### src/rtl/divider.sv
// Iterative radix-2 restoring divider with valid/ready handshakes on both sides.
// Signed and unsigned modes, fixed WIDTH-edge latency, divide-by-zero and
// signed-overflow flags. State is exposed on dbg_state for checkers.
//
// Handshake: a transfer happens on a rising edge where valid and ready are both
// 1. in_ready is 1 only in IDLE; out_valid is 1 only in DONE, and the result
// holds stable until the edge where out_ready=1 returns the block to IDLE.
module divider #(
  parameter int WIDTH = 16
) (
  input  logic             clk,
  input  logic             rst_n,
  input  logic             in_valid,
  output logic             in_ready,
  input  logic             is_signed,
  input  logic [WIDTH-1:0] dividend,
  input  logic [WIDTH-1:0] divisor,
  output logic             out_valid,
  input  logic             out_ready,
  output logic [WIDTH-1:0] quotient,
  output logic [WIDTH-1:0] remainder,
  output logic             div_by_zero,
  output logic             overflow,
  output logic [1:0]       dbg_state
);

  localparam int CW = (WIDTH > 1) ? $clog2(WIDTH) : 1;

  typedef enum logic [1:0] {
    IDLE = 2'd0,
    CALC = 2'd1,
    DONE = 2'd2
  } state_t;

  state_t           state_q, state_d;
  logic [CW-1:0]    cnt_q, cnt_d;
  logic [WIDTH-1:0] dvd_q, dvd_d;
  logic [WIDTH-1:0] dsr_q, dsr_d;
  logic             sgn_q, sgn_d;
  logic [WIDTH-1:0] rem_q, rem_d;
  logic [WIDTH-1:0] quo_q, quo_d;
  logic [WIDTH-1:0] quotient_q, quotient_d;
  logic [WIDTH-1:0] remainder_q, remainder_d;
  logic             dbz_q, dbz_d;
  logic             ovf_q, ovf_d;

  // Datapath intermediates (WIDTH+1 bits so the most-negative magnitude fits)
  logic             dvd_neg, dsr_neg;
  logic [WIDTH:0]   dvd_mag, dsr_mag;
  logic [WIDTH:0]   bit_sel;
  logic             dvd_bit;
  logic [WIDTH:0]   trial, diff;
  logic             fits;
  logic [WIDTH-1:0] rem_nxt, quo_nxt;
  logic [WIDTH-1:0] q_res, r_res;
  logic             is_dbz, is_ovf;

  // Operand magnitudes, one restoring step, and the sign-corrected final result
  always_comb begin
    dvd_neg = sgn_q & dvd_q[WIDTH-1];
    dsr_neg = sgn_q & dsr_q[WIDTH-1];
    dvd_mag = dvd_neg ? -{dvd_q[WIDTH-1], dvd_q} : {1'b0, dvd_q};
    dsr_mag = dsr_neg ? -{dsr_q[WIDTH-1], dsr_q} : {1'b0, dsr_q};
    // Dividend bits are consumed MSB first: step k uses bit WIDTH-1-k.
    bit_sel = ((WIDTH+1)'(1) << (WIDTH-1)) >> cnt_q;
    dvd_bit = |(dvd_mag & bit_sel);
    trial   = {rem_q, dvd_bit};
    diff    = trial - dsr_mag;
    fits    = (trial >= dsr_mag);
    rem_nxt = WIDTH'(fits ? diff : trial);
    quo_nxt = WIDTH'({quo_q, fits});
    q_res   = (dvd_neg ^ dsr_neg) ? -quo_nxt : quo_nxt;
    r_res   = dvd_neg ? -rem_nxt : rem_nxt;
    is_dbz  = (dsr_q == '0);
    is_ovf  = sgn_q && (dvd_q == {1'b1, {(WIDTH-1){1'b0}}}) && (dsr_q == '1);
    if (is_dbz) begin
      q_res = '1;
      r_res = dvd_q;
    end
  end

  // Next-state and register-update logic for the IDLE/CALC/DONE controller
  always_comb begin
    state_d     = state_q;
    cnt_d       = cnt_q;
    dvd_d       = dvd_q;
    dsr_d       = dsr_q;
    sgn_d       = sgn_q;
    rem_d       = rem_q;
    quo_d       = quo_q;
    quotient_d  = quotient_q;
    remainder_d = remainder_q;
    dbz_d       = dbz_q;
    ovf_d       = ovf_q;
    unique case (state_q)
      IDLE: begin
        if (in_valid) begin
          dvd_d   = dividend;
          dsr_d   = divisor;
          sgn_d   = is_signed;
          cnt_d   = '0;
          rem_d   = '0;
          quo_d   = '0;
          state_d = CALC;
        end
      end
      CALC: begin
        rem_d = rem_nxt;
        quo_d = quo_nxt;
        cnt_d = cnt_q + CW'(1);
        if (cnt_q == CW'(WIDTH-1)) begin
          quotient_d  = q_res;
          remainder_d = r_res;
          dbz_d       = is_dbz;
          ovf_d       = is_ovf;
          cnt_d       = '0;
          state_d     = DONE;
        end
      end
      DONE: begin
        if (out_ready) begin
          state_d = IDLE;
        end
      end
      default: state_d = IDLE;
    endcase
  end

  // State and datapath registers, cleared asynchronously by rst_n
  always_ff @(posedge clk or negedge rst_n) begin
    if (!rst_n) begin
      state_q     <= IDLE;
      cnt_q       <= '0;
      dvd_q       <= '0;
      dsr_q       <= '0;
      sgn_q       <= 1'b0;
      rem_q       <= '0;
      quo_q       <= '0;
      quotient_q  <= '0;
      remainder_q <= '0;
      dbz_q       <= 1'b0;
      ovf_q       <= 1'b0;
    end else begin
      state_q     <= state_d;
      cnt_q       <= cnt_d;
      dvd_q       <= dvd_d;
      dsr_q       <= dsr_d;
      sgn_q       <= sgn_d;
      rem_q       <= rem_d;
      quo_q       <= quo_d;
      quotient_q  <= quotient_d;
      remainder_q <= remainder_d;
      dbz_q       <= dbz_d;
      ovf_q       <= ovf_d;
    end
  end

  assign in_ready    = (state_q == IDLE);
  assign out_valid   = (state_q == DONE);
  assign quotient    = quotient_q;
  assign remainder   = remainder_q;
  assign div_by_zero = dbz_q;
  assign overflow    = ovf_q;
  assign dbg_state   = state_q;

endmodule
### config.mk
export PLATFORM = sky130hd
export DESIGN_NAME = divider
export DESIGN_NICKNAME = d
export VERILOG_FILES = /design/src/rtl/divider.sv
export SDC_FILE = /design/constraint.sdc
export NUM_CORES = 1
export LEC_CHECK = 0
export CORE_MARGIN = 2
export CORE_UTILIZATION = 25
export CTS_CLUSTER_DIAMETER = 100
export DETAILED_ROUTE_END_ITERATION = 8
export GPL_TIMING_DRIVEN = 0
export PLACE_DENSITY = 0.46
export RECOVER_POWER = 100
export SLEW_MARGIN = 15
export SYNTH_ARGS = -nofsm -noshare
export SYNTH_HDL_FRONTEND = slang
export SYNTH_SLANG_ARGS = --single-unit
### constraint.sdc
create_clock -name clk -period 12.5 [get_ports clk]
set_input_delay 2.5 -clock clk [delete_from_list [all_inputs] [get_ports clk]]
set_output_delay 2.5 -clock clk [all_outputs]
set_load 0.03 [all_outputs]
### After elaboration in Yosys (flattened, before gate mapping)

Cells that the tools add are included.

* bits in latches: 0
* RAM bits: 0
* output and inout bits: 38
* memory bits (read-only): 0
* register bits after elaboration: 104
* input port bits: 37
* memories kept: 0

* equality and inequality tests: 8
* divide/modulo/power cells: 0
* mux-type cells: 17
* add/sub/neg operators: 6
* reductions and logical operators: 10
* multiply operators: 0
* shifts and indexed selects: 1
* $lt $le $gt $ge: 1
* bitwise logic cells: 4

Operators with widths (count)
* $mux W16: 6
* $mux W17: 2
* $neg A17 Y17: 2
* $eq A16 B16 Y1 const B: 2
* $neg A16 Y16: 2
* $pmux W16 S2: 1
* $pmux W15 S2: 1
* $and A17 B17 Y17: 1
* $ge A17 B17 Y1: 1
* $reduce_or A17 Y1: 1
* $shr A16 B4 Y17 const A: 1
* $logic_not A16 Y1: 1
* $sub A16 B16 Y16: 1
* $mux W4: 2
* $pmux W4 S2: 1
* $mux W2: 3
* $pmux W2 S3: 1
* $reduce_and A2 Y1: 3
* $add A4 B1 Y4 const B: 1
* $eq A4 B4 Y1 const B: 1
* $ne A2 B2 Y1 const B: 2
* $reduce_and A3 Y1: 1
* $and A1 B1 Y1: 2
* $eq A2 B1 Y1 const B: 1
* 6 further kinds: 7

### Depth between registers and ports, before layout

Gate-level depths: netlist of the first run.

* word-level depth: 9
* depth in mapped cells: 22
* mapped depth without buffers: 21

### Least setup slack after synthesis of the first run

No wires, ideal clock.

* kind: register -> register
* start point: register dsr_q[1]
* end point: register remainder_q[14], in the netlist remainder[14]
* cell stages (with the launch flop): 21
* setup slack: 7.474 ns
* required time: 12.366 ns
* arrival: 4.892 ns
* period minus slack after synthesis: 5.026 ns
* library setup time: 0.134 ns
* cells stage by stage: dfrtp_1 > inv_1 > ha_1 > nand3_1 > or2_2 > or3b_2 > o31ai_1 > xor2_1 > ha_1 > and2_4 > or4_1 > o22ai_2 > nand3_4 > inv_2 > buf_1 > mux2i_1 > ha_1 > o21ai_0 > o41ai_1 > xnor2_1 > o22ai_1

* cells in the longest elaborated chain, start to end: 7
* elaborated cells between the ends (all ways): 9
* classes of those cells: 3 x add/sub; 1 x order compare; 4 x mux; 1 x reduce/logical

RTL lines
* from (decl): line 38 `logic [WIDTH-1:0] dsr_q, dsr_d;`
* from (signal assigned): line 147 `dsr_q <= dsr_d;`
* $neg A17 Y17: line 63 `dsr_mag = dsr_neg ? -{dsr_q[WIDTH-1], dsr_q} : {1'b0, dsr_q};`
* $mux W17: line 63
* $sub A16 B16 Y16 or $ge A17 B17 Y1 (tied branches): line 68, 69
* $mux W16: line 70 `rem_nxt = WIDTH'(fits ? diff : trial);`
* $neg A16 Y16: line 73 `r_res = dvd_neg ? -rem_nxt : rem_nxt;`
* $mux W16: line 73
* $mux W16 (*): line 76 `if (is_dbz) begin`
* to (signal assigned): line 152 `remainder_q <= remainder_d;`
* to (decl): line 43 `logic [WIDTH-1:0] remainder_q, remainder_d;`

Every way passes the cells marked *; elsewhere a longest branch is shown, timed or not.
A chain may end at the register's enable or synchronous reset.

### Worst setup path in the final report of the first run

* start point: register dvd_q[3]
* end point: register remainder_q[14], in the netlist remainder[14]

* cells in the longest elaborated chain, start to end: 9
* elaborated cells between the ends (all ways): 10
* classes of those cells: 3 x add/sub; 1 x order compare; 4 x mux; 1 x bitwise; 1 x reduce/logical

RTL lines
* from (decl): line 37 `logic [WIDTH-1:0] dvd_q, dvd_d;`
* from (signal assigned): line 146 `dvd_q <= dvd_d;`
* $neg A17 Y17: line 62 `dvd_mag = dvd_neg ? -{dvd_q[WIDTH-1], dvd_q} : {1'b0, dvd_q};`
* $mux W17 (*): line 62
* $and A17 B17 Y17 (*): line 66 `dvd_bit = |(dvd_mag & bit_sel);`
* $reduce_or A17 Y1 (*): line 66
* $sub A16 B16 Y16 or $ge A17 B17 Y1 (tied branches): line 68, 69
* $mux W16 (*): line 70
* $neg A16 Y16: line 73
* $mux W16 (*): line 73
* $mux W16 (*): line 76

Marks and branches as above.

==> impl_metrics.py, run 1 <==
metrics = {
    "floorplan": {
        "die_w_um": 171.7,
        "io_pins": 75,
        "initial_core_util_pct": 25.32,
        "fp.dieH_um": 171.7,
        "core_area_sq_mm": 0.02778,
        "rows": 61,
        "die_area_sq_mm": 0.02949,
    },
    "detailed_routing": {
        "first_pass_iters": 5,
        "vias_per_cell": 5.029,
        "post-route-drc-count": 0,
        "route.final.wire_length_um": 23470,
        "ant_nets": 0,
        "first_iter_violations": 584,
        "vias": 6669,
        "wl_per_cell_um": 17.70,
    },
    "cts": {
        "ctsHoldBuffers": 0,
        "post_cts_resized": 0,
        "cts_tree": "built",
        "cts_num_sinks": 104,
        "cts_buffers": 9,
        "cts.htree.levels": 3,
        "clockBufferDepth": 2,
        "clk_latency_ns": 0.37,
        "clk_pin_slew_ns": 0.08,
        "root_buffer": "clkbuf_16",
        "postCtsSetupBuffers": 0,
    },
    "synth": {
        "syn_avg_cell_area_sq_um": 8.218,
        "yosys-top-cells-count": "171 x nand2_1, 104 x dfrtp_1, 62 x o21ai_0",
        "ys_top_cells_by_area": "dfrtp_1 37%, nand2_1 9.1%, ha_1 5.0%, o21ai_0 4.4%, nor2_1 3.1%",
        "async_flop_share_pct": 100.0,
        "ys_seq_area_share_pct": 37.00,
        "synth.most_common_cell": "nand2_1",
        "yosysWarnings": 0,
        "netlist.area_leader.share_pct": 37.00,
        "ys_ff_latch": 104,
        "synth_area_sq_mm": 0.007034,
        "synth_ff_type": "dfrtp_1",
        "syn_inst": 856,
        "synthDistinctLibCells": 71,
        "synth_nets": 922,
        "synth-edff-count": 0,
        "yosys.area.top_type": "dfrtp_1",
    },
    "sta": {
        "final.min_clock_period_ns": 7.303,
        "max_freq_mhz": 136.9,
        "max_slew_margin_pct": -190.6,
        "finalClockSkew_ns": 0.01605,
        "fin_crit_sh_pct": 58.42,
        "hold_violations": 0,
        "setup-violations-final": 0,
        "worst_slack_ns": 5.197,
        "worstMarginPinSlew_ns": 4.358,
        "rsz0062_at_grt": "no",
        "maxSlewViolCount": 79,
        "fin_tns_setup_ns": 0,
    },
    "setup_path": {
        "cp_max_fo": 10,
        "crit_type": "reg2reg",
        "critPathRequiredTime_ns": 12.72,
        "crit_path_start_kind": "flop",
        "worstPathArrival_ns": 7.53,
        "endpoint_kind": "flop",
    },
    "final_layout": {
        "final_util_pct": 30.55,
        "syn_to_final_growth_pct": 20.67,
        "instances_no_fill": 1326,
        "drive_above_1_share_pct": 3.379,
        "fin_nets": 1008,
        "nFillCells": 3043,
    },
    "global_route": {
        "grt_overflow": 0,
        "grt_pass1_wl_um": 37010,
        "antenna_found_initial": 0,
        "grt_max_degree": 79,
        "first_global_vias": 6360,
        "grt_usage_pct": 16.33,
    },
    "worst_hold_path": {
        "hold_path.class": "reg2reg",
    },
    "placement": {
        "gp_congestion": 0.8668,
        "post-place-cells": 1309,
        "io_buffers": 74,
        "post-place-ws_ns": 6.023,
        "dp_hpwl_um": 18110,
    },
    "run_status": {
        "status": "finished, violations left",
        "violations": "capacitance limit, slew limit",
    },
    "job": {
        "maxCapViolCount": 1,
    },
}
[logic make-up (layout without fill, tap and decap cells)]
group / count (synthesis) / in the layout / share of synthesized area (%)
compound gates: 212 / 212 / 20.05
xor+xnor: 46 / 46 / 5.727
fa+ha+maj: 29 / 29 / 5.265
buf+inv: 65 / 156 / 3.540
flops: 104 / 104 / 37.00
mux: 14 / 14 / 2.010
other cells: 1 / 2 / 0.05331
simple gates: 385 / 385 / 26.36
[routing by layer]
| layer | track usage [%] | part of all wire, % |
|---|---|---|
| met1 | 24.37 | 51 |
| met2 | 24.97 | 43 |
| met3 | 2.278 | 4.8 |
| met4 | 3.398 | 0.95 |
| met5 | 0 | 0 |
[area by class of cell]
| class | count | area [sq um] | share of cell area (%) |
|---|---|---|---|
| Multi-Input combinational cell | 687 | 4120 | 48.54 |
| Sequential cell | 104 | 2603 | 30.66 |
| Timing Repair Buffer | 75 | 738.2 | 8.697 |
| Tap cell | 378 | 473.0 | 5.572 |
| Clock buffer | 9 | 225.2 | 2.653 |
| Buffer | 50 | 191.4 | 2.255 |
| Clock inverter | 7 | 78.83 | 0.9287 |
| Inverter | 15 | 56.30 | 0.6633 |
| Antenna cell | 1 | 2.502 | 0.02948 |
[state kept, by name, indices dropped and copies added, names as in the netlist]
| name | count |
|---|---|
| div_by_zero | 1 |
| sgn_q | 1 |
| rem_q | 16 |
| cnt_q | 4 |
| dvd_q | 16 |
| overflow | 1 |
| dsr_q | 16 |
| quotient | 16 |
| remainder | 16 |
| quo_q | 15 |
| dbg_state | 2 |
[layout by cell type, fill, tap and decap left out, types with 5 or more instances in the layout]
cell type,n
xor2_1,24
clkbuf_16,9
dfrtp_1,104
o22ai_1,6
a21oi_1,37
or3_1,9
and3_1,8
o211ai_1,5
clkdlybuf4s50_1,33
a211oi_1,12
xnor2_1,22
nand2_1,171
o21a_1,6
o31ai_1,13
nor2b_1,7
nand2b_1,10
nand4_1,16
nor4_1,10
ha_1,28
o21ai_0,66
nand3_1,36
o31a_1,7
inv_1,15
nor3b_1,5
nor2_1,58
or2_2,5
dlygate4sd3_1,40
clkbuf_1,48
o41ai_1,5
a31oi_1,12
mux2i_1,13
nor3_1,22
o22a_1,12
[through the flow]
step / hold WS, ns / area, sq um
finish: 0.4958 / 8488
global route: 0.5255 / 8486
CTS: 0.5006 / 8581
detailed placement: 0.4826 / 8277
global placement: 0.4702 / 8248
floorplan: 0.4756 / 7034
[path summary, 6_finish.rpt]
check / startpoint / to / slack [ns] / cells past startpoint
max reg2reg: dvd_q[3] / remainder[14] / 5.20 / 20
min in group asynchronous: rst_n / quotient[7] / 2.45 / 1
max in group asynchronous: rst_n / dvd_q[15] / 5.23 / 2
min reg2reg: div_by_zero / div_by_zero / 0.50 / 2
min: div_by_zero / div_by_zero / 0.50 / 2
max: dvd_q[3] / remainder[14] / 5.20 / 20
[worst max-delay path, cell delays in order (launching register included)]
cell and delay [ns]:
dfrtp_1 0.36, clkbuf_1 0.22, nor4_1 1.05, a21oi_1 0.24
mux2i_1 0.18, o41a_1 0.33, nor4_1 0.39, and2_0 0.31
ha_1 0.24, nand2b_1 0.11, a21oi_1 0.15, o31ai_1 0.51
nand3_1 0.45, inv_1 0.43, clkbuf_1 0.52, mux2i_1 0.41
ha_1 0.32, o21ai_0 0.22, o41ai_1 0.44, xnor2_1 0.18
o22ai_1 0.10
Power of run 1 is left out: the tool's default activity adds up to more than one toggle a clock period on the data nets, which glitch-free logic cannot reach.
==> inputs of run 2 (changes only) <==
==> constraint.sdc (replaced) <==
create_clock -name clk -period 6.75 [get_ports clk]
set_input_delay 1.35 -clock clk [delete_from_list [all_inputs] [get_ports clk]]
set_output_delay 1.35 -clock clk [all_outputs]
set_load 0.03 [all_outputs]
==> impl_metrics.py, run 2 (synthesized netlist as in run 1, its figures left out) <==
metrics = {
    "cts": {
        "cts_buffers": 9,
        "cts_tree": "built",
        "clk_latency_ns": 0.37,
        "postCtsSetupBuffers": 0,
        "root_buffer": "clkbuf_16",
        "ctsHoldBuffers": 0,
        "cts_num_sinks": 104,
        "post_cts_resized": 0,
        "clockBufferDepth": 2,
        "clk_pin_slew_ns": 0.08,
        "cts.htree.levels": 3,
    },
    "sta": {
        "hold_violations": 0,
        "final.min_clock_period_ns": 6.165,
        "fin_crit_sh_pct": 91.33,
        "max_slew_margin_pct": -137.4,
        "maxSlewViolCount": 79,
        "max_freq_mhz": 162.2,
        "setup-violations-final": 0,
        "worstMarginPinSlew_ns": 3.561,
        "rsz0062_at_grt": "no",
        "fin_tns_setup_ns": 0,
        "finalClockSkew_ns": 0.01524,
    },
    "run_status": {
        "status": "finished, violations left",
        "violations": "capacitance limit, slew limit",
    },
    "final_layout": {
        "nFillCells": 3037,
        "final_util_pct": 30.73,
        "final_cell_mix": "171 x nand2_1, 104 x dfrtp_1, 66 x o21ai_0",
        "syn_to_final_growth_pct": 21.36,
        "final_common_cell": "nand2_1",
        "fin_nets": 1007,
        "drive_above_1_share_pct": 4.017,
    },
    "setup_path": {
        "r2r_setup_slack_ns": 0.59,
        "cp_max_fo": 10,
        "critPathRequiredTime_ns": 6.97,
        "endpoint_kind": "flop",
        "crit_path_start_kind": "flop",
        "path_cells": "clkbuf_1 > o311ai_0 > xnor2_1 > a2111oi_0 > nand4_1 > nor4_2 > and2_1 > ha_1 > inv_1 > fa_1 > a211oi_1 > nor3_1 > a2111oi_0 > o22ai_1 > a211oi_1 > o221ai_1 > o41ai_1 > xnor2_1 > o22ai_1",
        "worstPathArrival_ns": 6.39,
        "slowest_stage": "a2111oi_0",
        "crit_type": "reg2reg",
        "slowest_delay_ns": 0.58,
        "worstRegToRegCells": 19,
    },
    "global_route": {
        "first_global_vias": 6360,
        "grt_usage_pct": 16.33,
        "grt_max_degree": 79,
        "grt_overflow": 0,
        "antenna_found_initial": 0,
        "grt_pass1_wl_um": 37010,
    },
    "floorplan": {
        "die_area_sq_mm": 0.02949,
        "die_w_um": 171.7,
        "fp.dieH_um": 171.7,
        "core_area_sq_mm": 0.02778,
        "rows": 61,
        "io_pins": 75,
        "initial_core_util_pct": 25.32,
    },
    "detailed_routing": {
        "post-route-drc-count": 0,
        "first_pass_iters": 5,
        "wl_per_cell_um": 17.67,
        "route.final.wire_length_um": 23410,
        "ant_nets": 0,
        "first_iter_violations": 605,
        "vias_per_cell": 5.027,
        "vias": 6661,
    },
    "worst_hold_path": {
        "hold_path.class": "reg2reg",
        "min_path_cells": 2,
    },
    "placement": {
        "gp_congestion": 0.8668,
        "dp_hpwl_um": 18110,
        "io_buffers": 74,
    },
    "job": {
        "maxCapViolCount": 1,
    },
}
[run 2: cell type report]
| class | count | area (sq um) | share of cell area, % |
|---|---|---|---|
| multi-input cells | 687 | 4163 | 48.76 |
| repair buffers | 75 | 747.0 | 8.750 |
| clock inverters | 7 | 78.83 | 0.9233 |
| well taps | 378 | 473.0 | 5.540 |
| clock buffers | 9 | 225.2 | 2.638 |
| plain buffers | 49 | 188.9 | 2.213 |
| diodes | 1 | 2.502 | 0.02931 |
| inverters | 15 | 56.30 | 0.6595 |
| flip-flops and latches | 104 | 2603 | 30.49 |
[run 2: path summary, 6_finish.rpt]
check | to | start
worst max-delay path | remainder[14] | dvd_q[15]
worst min-delay path | div_by_zero | div_by_zero
worst max register to register | remainder[14] | dvd_q[15]
worst min register to register | div_by_zero | div_by_zero
max in group asynchronous | dvd_q[15] | rst_n
min in group asynchronous | quotient[7] | rst_n
[run 2: through the flow]
| step | setup WS [ns] | hold WS, ns | cell area [sq um] | cells |
|---|---|---|---|---|
| 6_report | 0.5854 | 0.4956 | 8537 | 1325 |
| 5_1_grt | 0.1527 | 0.5255 | 8534 | 1324 |
| 4_1_cts | 0.2193 | 0.5006 | 8581 | 1325 |
| 3_5_place_dp | 0.2730 | 0.4826 | 8277 | 1309 |
| 3_3_place_gp | 0.01383 | 0.4702 | 8248 | 1308 |
| 2_1_floorplan | 1.724 | 0.4756 | 7034 | 856 |
[run 2: per-layer routing]
metal / track usage [%] / part of all wire (%)
met2: 24.97 / 43
met4: 3.398 / 0.97
met5: 0 / 0
met3: 2.278 / 5.1
met1: 24.37 / 51
[run 2: critical path, delay by kind of cell (launching register included)]
kind / cells / cell delay, ns
AOI/OAI and AO/OA: 9 / 3.07
buffers and inverters: 2 / 0.56
DFF: 1 / 0.36
and+or+nand+nor: 4 / 1.00
xor gates and xnor gates: 2 / 0.39
adders and majority gates: 2 / 0.62
Power of run 2 is left out for the same reason.
